`src/rtl/multicycle_control_fsm.sv`:
```
// Multi-cycle control sequencer for the RV64 integer datapath: FETCH/DECODE/EXEC/MEM/WB
// with a bounded memory handshake and sticky trap flags for illegal opcodes and bus timeouts.
//
// state  | meaning
// FETCH  | request instruction word at PC, latch IR and bump PC on ready
// DECODE | classify opcode, latch class, trap on illegal opcode
// EXEC   | drive ALU selects; branches resolve and retire here
// MEM    | data request at ALU address (store when class is STORE)
// WB     | register file write from ALU or memory data
// TRAP   | absorbing, left only by reset
module multicycle_control_fsm #(
    parameter int MEM_WAIT_MAX = 15
) (
    input  logic        clk,
    input  logic        rst_n,
    input  logic [31:0] instruction,
    input  logic        mem_ready,
    input  logic        branch_taken,
    output logic [2:0]  state,
    output logic        mem_req,
    output logic        mem_we,
    output logic        mem_addr_sel,
    output logic        ir_write,
    output logic        pc_write,
    output logic        pc_src,
    output logic        alu_src_b,
    output logic [1:0]  alu_op,
    output logic        reg_write,
    output logic        wb_sel,
    output logic        instr_retired,
    output logic        illegal_instr,
    output logic        bus_error
);

    typedef enum logic [2:0] {
        S_FETCH  = 3'd0,
        S_DECODE = 3'd1,
        S_EXEC   = 3'd2,
        S_MEM    = 3'd3,
        S_WB     = 3'd4,
        S_TRAP   = 3'd7
    } state_t;

    typedef enum logic [2:0] {
        C_R, C_I, C_LOAD, C_STORE, C_BRANCH, C_BAD
    } iclass_t;

    localparam logic [7:0] WAIT_MAX = 8'(MEM_WAIT_MAX);

    state_t     st;
    iclass_t    cls;
    iclass_t    dec_cls;
    logic [7:0] wait_cnt;

    always_comb begin
        case (instruction[6:0])
            7'b0110011: dec_cls = C_R;
            7'b0010011: dec_cls = C_I;
            7'b0000011: dec_cls = C_LOAD;
            7'b0100011: dec_cls = C_STORE;
            7'b1100011: dec_cls = C_BRANCH;
            default:    dec_cls = C_BAD;
        endcase
    end

    always_ff @(posedge clk) begin
        if (!rst_n) begin
            st            <= S_FETCH;
            cls           <= C_R;
            wait_cnt      <= 8'd0;
            illegal_instr <= 1'b0;
            bus_error     <= 1'b0;
        end else begin
            case (st)
                S_FETCH, S_MEM: begin
                    // ready in the final allowed cycle still completes normally
                    if (mem_ready) begin
                        wait_cnt <= 8'd0;
                        if (st == S_FETCH)
                            st <= S_DECODE;
                        else if (cls == C_STORE)
                            st <= S_FETCH;
                        else
                            st <= S_WB;
                    end else if (wait_cnt == WAIT_MAX) begin
                        st        <= S_TRAP;
                        bus_error <= 1'b1;
                    end else begin
                        wait_cnt <= wait_cnt + 8'd1;
                    end
                end
                S_DECODE: begin
                    cls      <= dec_cls;
                    wait_cnt <= 8'd0;
                    if (dec_cls == C_BAD) begin
                        st            <= S_TRAP;
                        illegal_instr <= 1'b1;
                    end else begin
                        st <= S_EXEC;
                    end
                end
                S_EXEC: begin
                    wait_cnt <= 8'd0;
                    case (cls)
                        C_LOAD, C_STORE: st <= S_MEM;
                        C_BRANCH:        st <= S_FETCH;
                        default:         st <= S_WB;
                    endcase
                end
                S_WB: begin
                    wait_cnt <= 8'd0;
                    st       <= S_FETCH;
                end
                default: st <= S_TRAP;
            endcase
        end
    end

    assign state = st;

    always_comb begin
        mem_req       = 1'b0;
        mem_we        = 1'b0;
        mem_addr_sel  = 1'b0;
        ir_write      = 1'b0;
        pc_write      = 1'b0;
        pc_src        = 1'b0;
        alu_src_b     = 1'b0;
        alu_op        = 2'b00;
        reg_write     = 1'b0;
        wb_sel        = 1'b0;
        instr_retired = 1'b0;
        if (rst_n) begin
            case (st)
                S_FETCH: begin
                    mem_req  = 1'b1;
                    ir_write = mem_ready;
                    pc_write = mem_ready;
                end
                S_EXEC: begin
                    case (cls)
                        C_R: alu_op = 2'b10;
                        C_I: begin
                            alu_src_b = 1'b1;
                            alu_op    = 2'b10;
                        end
                        C_LOAD, C_STORE: alu_src_b = 1'b1;
                        C_BRANCH: begin
                            alu_op        = 2'b01;
                            instr_retired = 1'b1;
                            pc_write      = branch_taken;
                            pc_src        = branch_taken;
                        end
                        default: ;
                    endcase
                end
                S_MEM: begin
                    mem_req       = 1'b1;
                    mem_addr_sel  = 1'b1;
                    mem_we        = (cls == C_STORE);
                    instr_retired = (cls == C_STORE) && mem_ready;
                end
                S_WB: begin
                    reg_write     = 1'b1;
                    wb_sel        = (cls == C_LOAD);
                    instr_retired = 1'b1;
                end
                default: ;
            endcase
        end
    end

endmodule

```
`config.mk`:
```
export PLATFORM = sky130hd
export DESIGN_NAME = multicycle_control_fsm
export DESIGN_NICKNAME = d
export VERILOG_FILES = /design/src/rtl/multicycle_control_fsm.sv
export SDC_FILE = /design/constraint.sdc
export NUM_CORES = 1
export LEC_CHECK = 0
export BUFFER_PORTS_ARGS = -buffer_cell sky130_fd_sc_hd__buf_2
export CAP_MARGIN = 20
export CORE_UTILIZATION = 44
export CTS_BUF_LIST = sky130_fd_sc_hd__clkbuf_8 sky130_fd_sc_hd__clkbuf_16
export CTS_CLUSTER_SIZE = 12
export DETAILED_ROUTE_END_ITERATION = 10
export PLACE_DENSITY_LB_ADDON = 0.25
export SLEW_MARGIN = 10
export SYNTH_ARGS = -nofsm -noshare
export SYNTH_HDL_FRONTEND = slang
export SYNTH_SLANG_ARGS = --single-unit
```
`constraint.sdc`:
```
create_clock -name clk -period 1.8 [get_ports clk]
set_input_delay 0.36 -clock clk [delete_from_list [all_inputs] [get_ports clk]]
set_output_delay 0.36 -clock clk [all_outputs]
set_load 0.02 [all_outputs]
```
### Yosys cells after proc, flatten, opt, wreduce, memory -nomap -nowiden

Index checks and enable logic that the tools add are counted.

| cells by class | value |
|---|---|
| equal/unequal tests | 17 |
| add/sub/neg operators | 1 |
| bitwise operators | 1 |
| reduce and logical (&&, ||, !) cells | 12 |
| multiplexer cells | 37 |

Operator list:

| kind | number |
|---|---|
| $mux 1 | 21 |
| $mux 8 | 2 |
| $pmux 8 s2 | 1 |
| $mux 3 | 5 |
| $pmux 3 s5 | 1 |
| $eq 7x6->1 const B | 2 |
| $eq 3x2->1 const B | 4 |
| $pmux 3 s4 | 1 |
| $eq 3x3->1 const B | 3 |
| $add 8x1->8 const B | 1 |
| $eq 8x4->1 const B | 1 |
| $eq 7x2->1 const B | 1 |
| $eq 7x5->1 const B | 1 |
| $eq 7x7->1 const B | 1 |
| $eq 3x1->1 const B | 2 |
| $logic_not 3->1 | 2 |
| $pmux 3 s2 | 1 |
| $reduce_or 2->1 | 3 |
| $reduce_or 3->1 | 2 |
| $mux 2 | 2 |
| $pmux 2 s2 | 1 |
| $reduce_and 2->1 | 2 |
| $ne 3x1->1 const B | 1 |
| $ne 3x3->1 const B | 1 |
| other kinds (6) | 6 |

| storage, ports and cells | value |
|---|---|
| flip-flop bits (word level) | 16 |
| output and inout bits | 17 |
| logic and storage cells | 73 |
| input port bits | 36 |

### Logic depth before layout (Yosys ltp)

Gate-level depths: netlist (run 1).

| logic depth | value |
|---|---|
| depth after elaboration | 5 |
| gate-level depth with buffers | 5 |
| depth with buffers taken out | 5 |

### Worst setup path before layout (run 1)

Ideal clock, no wire load.

| timing | value |
|---|---|
| path type | reg-to-output |
| from | register st[1], in the netlist state[1] |
| to | output port instr_retired |
| slack | -401 ps |
| path buffers | 1 |
| stages on the path, launching flop included | 6 |
| arrival time | 1841 ps |
| required time | 1440 ps |
| cell sequence | dfxtp_1 -> buf_2 -> nand2_1 -> nor3_2 -> and4b_1 -> a32o_1 |

| between the ends | value |
|---|---|
| longest elaborated chain between the ends | 3 |
| elaborated cells between the ends (all ways) | 5 |
| those cells by class | eq/ne: 3; mux: 2 |

RTL lines:

| item | RTL line | source |
|---|---|---|
| from (decl) | 50 | `state_t st;` |
| from (signal assigned) | 68 | `st <= S_FETCH;` |
| from (signal assigned) | 80 | `st <= S_DECODE;` |
| from (signal assigned) | 82 | `st <= S_FETCH;` |
| $eq 3x3->1 or $eq 3x2->1 (tied branches) | 134 | `case (st)` |
| $pmux 1 s3 * | 134 |  |
| $mux 1 * | 133 | `if (rst_n) begin` |
| to (decl) | 30 | `output logic instr_retired,` |

Mark *: on every way between the ends. The rest lies on a longest branch, timed or not.

### Worst setup path in the final report (run 1)

| timing | value |
|---|---|
| from | register cls[1] |
| to | output port pc_write |

| between the ends | value |
|---|---|
| longest elaborated chain between the ends | 4 |

RTL lines:

| item | RTL line | source |
|---|---|---|
| from (decl) | 51 | `iclass_t cls;` |
| from (signal assigned) | 93 | `cls <= dec_cls;` |
| $eq 3x3->1 | 141 | `case (cls)` |
| $mux 1 | 141 |  |
| $pmux 1 s2 | 134 |  |
| $mux 1 | 133 |  |
| to (decl) | 24 | `output logic pc_write,` |

Every way passes these cells.

==> metrics, run 1 <==
total power 1.80 mW; Final Cell Area 1350 sq um; Die Wd 49.9 um; met1 WL 1080 um; #FFs+latches synth 16; Port Buffers 27; crit path launch type flop; Async SR Flop Fraction 0%; hpwl dp 1770 um; cells after synthesis 125; final hold viol count 0; min-delay worst type primary input to flop; final non-filler cell total 188; Net Count, Synth 162; CTS clock-pin slew for the worst setup and hold paths 60 ps; initial antenna violation count 0; CP arrival 1480 ps; area grow syn2layout 33.6%; Core Rows 16; Root Buffer clkbuf_8; Setup Viol. Count Final 1; RSZ-0062 raised after global routing yes; DRT iter0 DRCs 19; violated checks setup timing; vias per cell 5.53; Seq/Total Area, Yosys roughly a third; FF-to-FF setup slack 190 ps; Static Leakage 0.583 nW; met3 wire length 157 um; Congestion Overflow GR 0; die area 2490 sq um; Worst EP required roughly 1400 ps; period utilization 102%; TritonCTS clock tree done; num ports 53; Final WS setup -39.9 ps; worst skew pair latency 240 ps; crit-path max FO 2; largest net degree at the start of global routing 16; Total GRT Usage 21.2%; max layer used met4; Tmin final 1840 ps; CTS Buffer Depth 2; global-route wire length before repair 4200 um; routability-driven placement congestion ratio 0.846; MaxCap Viol Count 0; yosys synthesis warning count 0; Post-Place Cell Area 1250 sq um; Slew HR 73.8%; Placed Cells incl. Taps 181; Sink Count 16; DRC Markers 0; Pre-antenna DRT Iters 4; Max Fclk between 0.5 and 0.6 GHz; chip height 49.9 um; WL final between 2000 and 2500 um; H-tree Lvls 1; VDD IR max 0.000908 V; status finished, violations left; Top FF cell, synth dfxtp_1; share of cells above drive strength 1 37.9%; met2 WL 1060 um; Final #Nets 199; Worst-Margin Slew 387 ps; total CTS buffers 3; post-synth cell types 42; post-placement setup slack 143 ps; PwrDens 1330 nW/um^2; number of antenna diodes 0; Syn Area/Cell 8.08 sq um; crit end category primary output; vias in the first global route 1004; number of synthesized flops with an enable pin 0; skew final about 3.2 ps; Core Area 2060 sq um; Netlist Area Pre-Place approximately 1000 sq um; vias after detailed routing ~1000; drt wl/cell 12.3 um; initial core utilization 49.0%; DRT antenna net count 0; Crit Path Category flop to primary output; final slew viol count 0; CTS Hold Buffers Added 0
-- state kept, by name, summed over array words and instances (netlist names) --
signal,count
wait_cnt,8
bus_error,1
state,3
illegal_instr,1
cls,3
-- path summary, 6_finish.rpt --
kind	to	start	cells after the start
min reg2reg	illegal_instr	illegal_instr	1
max	pc_write	cls[1]	5
min	cls[1]	instruction[4]	3
max reg2reg	state[0]	state[0]	5
-- layout by cell type, fill, tap and decap left out, types with 2 or more instances in the layout --
| cell type | instances |
|---|---|
| dfxtp_1 | 12 |
| dfxtp_4 | 2 |
| nor2b_1 | 2 |
| nand3b_1 | 2 |
| nor3_1 | 4 |
| o21a_1 | 2 |
| a21oi_1 | 9 |
| nand3_1 | 2 |
| buf_2 | 25 |
| inv_1 | 2 |
| nor2_1 | 8 |
| xnor2_1 | 3 |
| nand2b_1 | 8 |
| or2_4 | 2 |
| buf_4 | 10 |
| dfxtp_2 | 2 |
| mux2i_1 | 3 |
| nand2_1 | 13 |
| o211a_1 | 2 |
| xor2_1 | 2 |
| nor3_2 | 3 |
| o21ai_0 | 9 |
| nand4_1 | 2 |
| nor4_1 | 4 |
| nor3_4 | 2 |
| clkbuf_8 | 4 |
-- metal layers --
layer  vias up  GRT usage, %
met2        33          36.0
li1        525             -
met3         2          5.86
met1       479          27.0
met5         -             0
met4         0          3.33
-- Yosys cell counts (all sizes together) (2+ instances only) --
cell,count,area (sq um)
a21oi,9,45.0
xor2,2,17.5
dfxtp,16,320
nor3,9,60.1
inv,2,7.51
nor2b,2,12.5
or2,2,12.5
o21ai,9,45.0
nor3b,2,15.0
nand3,2,10.0
xnor2,3,26.3
o21a,2,15.0
nor4,4,25.0
nand2b,8,50.1
mux2i,3,30.0
nand3b,2,15.0
o211a,2,20.0
buf,3,21.3
nand2,14,52.6
nand4,2,12.5
nor2,9,41.3
-- through the flow --
| stage | util [%] | TNS, ps | hold slack, ps |
|---|---|---|---|
| 6_report | 65.4 | -39.9 | 436 |
| 5_1_grt | 65.4 | -121 | 450 |
| 3_3_place_gp | 60.7 | 0 | 451 |
| 2_1_floorplan | - | -138 | 456 |
| 4_1_cts | 65.0 | -37.9 | 444 |
| 3_5_place_dp | 60.7 | 0 | 464 |
-- power by group --
part	internal, mW	switching (mW)	leakage [nW]
Sequential	0.442	0.0729	0.132
Clock	0.194	0.117	0.0288
Combinational	0.391	0.581	0.422
Total	1.03	0.771	0.583
-- critical path: stages, from the launching register on --
cell	delay (ps)
dfxtp_1	310
or3b_4	420
nor3_4	140
and2_4	160
or2_4	110
buf_6	110
-- logic make-up after synthesis --
group           Yosys count  synth area share (%)
compound gates           30                  19.1
fa+ha+maj                 1                  1.24
xor+xnor                  5                  4.34
flops                    16                  31.7
buf+inv                   6                  3.22
mux                       3                  2.97
simple gates             64                  37.4
-- layout make-up --
| cell class | instances | area (sq um) |
|---|---|---|
| Clock buffer | 4 | 55.1 |
| Tap cell | 27 | 33.8 |
| Timing Repair Buffer | 36 | 211 |
| Sequential cell | 16 | 330 |
| Multi-Input combinational cell | 103 | 711 |
| Fill cell | 190 | 713 |
| Inverter | 2 | 7.51 |
-- what timing repair did --
action	in CTS	in global routing
hold endpoints to repair	0	0
endpoints found under the setup margin	4	4
resized for setup	4	3
setup buffers	3	0
pin swaps	3	0
No activity file was read; power rests on OpenSTA's default activity.
==> run 2, diff against run 1 <==
--- a/config.mk
+++ b/config.mk
@@ -5,12 +5,14 @@
 export SDC_FILE = /design/constraint.sdc
 export NUM_CORES = 1
 export LEC_CHECK = 0
+export ABC_AREA = 1
 export BUFFER_PORTS_ARGS = -buffer_cell sky130_fd_sc_hd__buf_2
 export CAP_MARGIN = 20
 export CORE_UTILIZATION = 44
 export CTS_BUF_LIST = sky130_fd_sc_hd__clkbuf_8 sky130_fd_sc_hd__clkbuf_16
 export CTS_CLUSTER_SIZE = 12
 export DETAILED_ROUTE_END_ITERATION = 10
+export MAX_ROUTING_LAYER = met4
 export PLACE_DENSITY_LB_ADDON = 0.25
 export SLEW_MARGIN = 10
 export SYNTH_ARGS = -nofsm -noshare
==> run 2 against run 1 <==
  * The run now ends clean
  * Clock skew rose by 1.1 ps
  * Core utilization fell by 5.4 points
  * Register-to-register slack got worse by 60 ps
  * Via count rose by 17%
  * Synthesized cell count rose by 32%
  * Cell area fell by 2.6%
  * Sequential power barely moved
  * Routed wire length rose by 20%
  * Sequential cell count did not move
  * Critical path depth rose by 1
  * Worst setup slack improved by 71 ps
  * Die area rose by 0.94%
  * Highest routed layer unchanged
==> metrics, run 2 <==
worst skew pair latency 250 ps (about the same); Worst-Margin Slew 293 ps (-94.4 ps); post-placement setup slack 162 ps (+19.1 ps); Async SR Flop Fraction 0% (unchanged); critical-path cell list nor2_1 > nand2_2 > nand2_2 > inv_1 > nor2_1 > buf_2; DRT iter0 DRCs 24 (+5); Final WS setup 31.0 ps (+70.9 ps); Setup TNS 0 ps (+39.9 ps); Tmin final 1770 ps (-70.9 ps); slowest CP cell dfxtp_2; drt wl/cell 12.2 um (-0.76%); initial core utilization 46.5% (-2.4 points); VDD IR max 0.000983 V (+8.2%); RSZ-0062 raised after global routing yes; number of antenna diodes 0 (unchanged); PwrDens 1290 nW/um^2 (-3.2%); largest net degree at the start of global routing 14 (-2); total power 1.70 mW (-5.7%); WHS 392 ps (-44.8 ps); CTS Buffer Depth 2 (unchanged); post-synth cell types 27 (-36%); area grow syn2layout 28.8%; die area 2510 sq um (+0.94%); fin util 60.0% (-5.4 points); Static Leakage 0.618 nW (+6.0%); final non-filler cell total 228 (+21%); number of synthesized flops with an enable pin 0 (unchanged); main area contributors after synthesis dfxtp_1 31%, nand2_1 13%, nor2_1 12%; Final #Nets 238 (+20%); initial antenna violation count 0 (unchanged); Total GRT Usage 23.9% (+2.7 points); CP Buf/Inv Count 2 (+1); TritonCTS clock tree done; Syn Area/Cell 6.18 sq um (-23%); Top FF cell, synth dfxtp_1; Core Rows 17 (+1); CTS clock-pin slew for the worst setup and hold paths 70 ps (about the same); crit-path max FO 7 (+5); cts repair resizes 0 (-4); Slew HR 80.5% (+6.6 points); Pre-antenna DRT Iters 5 (+1); top-area cell type share of the netlist area 31.4% (-0.31 points); vias per cell 5.35 (-3.2%); skew final 4.26 ps (+1.11 ps); list of most frequent post-synthesis cells 35 x nand2_1, 32 x nor2_1, 18 x nand3_1, 17 x inv_1, 16 x dfxtp_1; crit-path max cell delay 360 ps (-60 ps); hpwl dp 2100 um (+19%); Netlist Area Pre-Place 1020 sq um (+0.99%); commonest non-fill, non-tap cell in the layout nand2_1; num ports 53 (unchanged); final slew viol count 0 (unchanged); Post-Place Cell Area 1230 sq um (-2.0%); number of flip-flops in the largest register 8 (unchanged); yosys synthesis warning count 0 (unchanged); chip height 50.1 um (+0.47%); routability-driven placement congestion ratio 0.894 (+5.6%); global-route wire length before repair 4480 um (+6.7%); cell with the most instances after synthesis nand2_1; Port Buffers 27 (unchanged); Most flops, register wait_cnt; cells after synthesis 165 (+32%); Crit Path Category flop to primary output; Synth area leader dfxtp_1; WL final 2770 um (+20%); Max Fclk 0.565 GHz (+4.0%); Core Area 2190 sq um (+6.2%); Filler Cells Inserted 206 (+8.4%); period utilization 98.3% (-3.9 points); status complete, no violations; final hold viol count 0 (unchanged); Congestion Overflow GR 0 (unchanged); crit end category primary output; Setup Viol. Count Final 0 (-1); Top Family by Delay on Critical Path simple AND/OR/NAND/NOR gates; crit path launch type flop; MaxCap Viol Count 0 (unchanged); vias in the first global route 1088 (+8.4%); CP arrival 1410 ps (-70 ps); CTS Hold Buffers Added 0 (unchanged); H-tree Lvls 1 (unchanged); total CTS buffers 3 (unchanged); vias after detailed routing 1220 (+17%); DRT antenna net count 0 (unchanged); Register Area 327 sq um (-1.1%); min-delay worst type primary input to flop; Net Count, Synth 202 (+25%); Final Cell Area 1310 sq um (-2.6%); Worst EP required 1440 ps (about the same); Seq/Total Area, Yosys 31.4% (-0.31 points); Post-CTS Setup Bufs 0 (-3); Sink Count 16 (unchanged); #FFs+latches synth 16 (unchanged); share of cells above drive strength 1 29.0% (-8.9 points); Die Wd 50.1 um (+0.47%); most frequent cells in the layout 34 x nand2_1, 29 x nor2_1, 26 x buf_2; Root Buffer clkbuf_8; Multi-input gate area 632 sq um (-11%); DRC Markers 0 (unchanged); Placed Cells incl. Taps 224 (+24%)
==> run 2: changes by cell type after synthesis, moves of 3 or more <==
cell      change
nor2_1       +24
nand2_1      +21
nand3_1      +16
inv_1        +15
nand2b_1      -8
o21ai_0       -7
nand4_1       +5
mux2i_1       -3
nand2_2       +3
nor4_1        -3
xnor2_1       -3
==> run 2: path summary, 6_finish.rpt <==
kind / from / endpoint / slack (ps) / depth (start not counted)
worst max-delay path: state[0] / mem_req / 30 / 6
worst min-delay path: instruction[4] / cls[1] / 390 / 4
worst max register to register: wait_cnt[1] / wait_cnt[1] / 130 / 8
worst min register to register: illegal_instr / illegal_instr / 450 / 2
==> run 2: final cells by class <==
class	count	area share [%]
Tap cell	28	2.67
Timing Repair Buffer	35	15.0
Sequential cell	16	24.9
Multi-Input combinational cell	127	48.1
Clock buffer	4	4.19
Inverter	18	5.14
==> run 2: worst reg2reg max path, stage by stage (launching register included) <==
cell	delay (ps)
dfxtp_1	390
ha_1	240
nand3_1	120
nor2_1	250
nand3_4	210
nand2_2	180
nand2_1	60
o21ai_0	70
nor2_1	50
==> run 2: layer usage <==
metal / routed length (um) / share of wire [%] / global-route usage (%) / vias to the layer above
met1: 1280 / 46 / 29.9 / 546
met5: 0 / 0 / - / -
li1: - / - / - / 610
met3: 168 / 6.1 / 3.94 / 7
met4: 47 / 1.7 / 12.4 / 0
met2: 1270 / 46 / 36.9 / 57
==> run 2: power breakdown <==
| group | internal (mW) | switching, mW |
|---|---|---|
| sequential | 0.432 | 0.0808 |
| clock | 0.194 | 0.134 |
| combinational | 0.300 | 0.554 |
| total | 0.927 | 0.769 |
==> run 2: cells by family after synthesis <==
group	count (synthesis)	synth area share (%)
flops	16	31.4
compound gates	18	9.57
simple gates	107	47.6
buf+inv	22	9.32
fa+ha+maj	1	1.23
xor+xnor	1	0.859
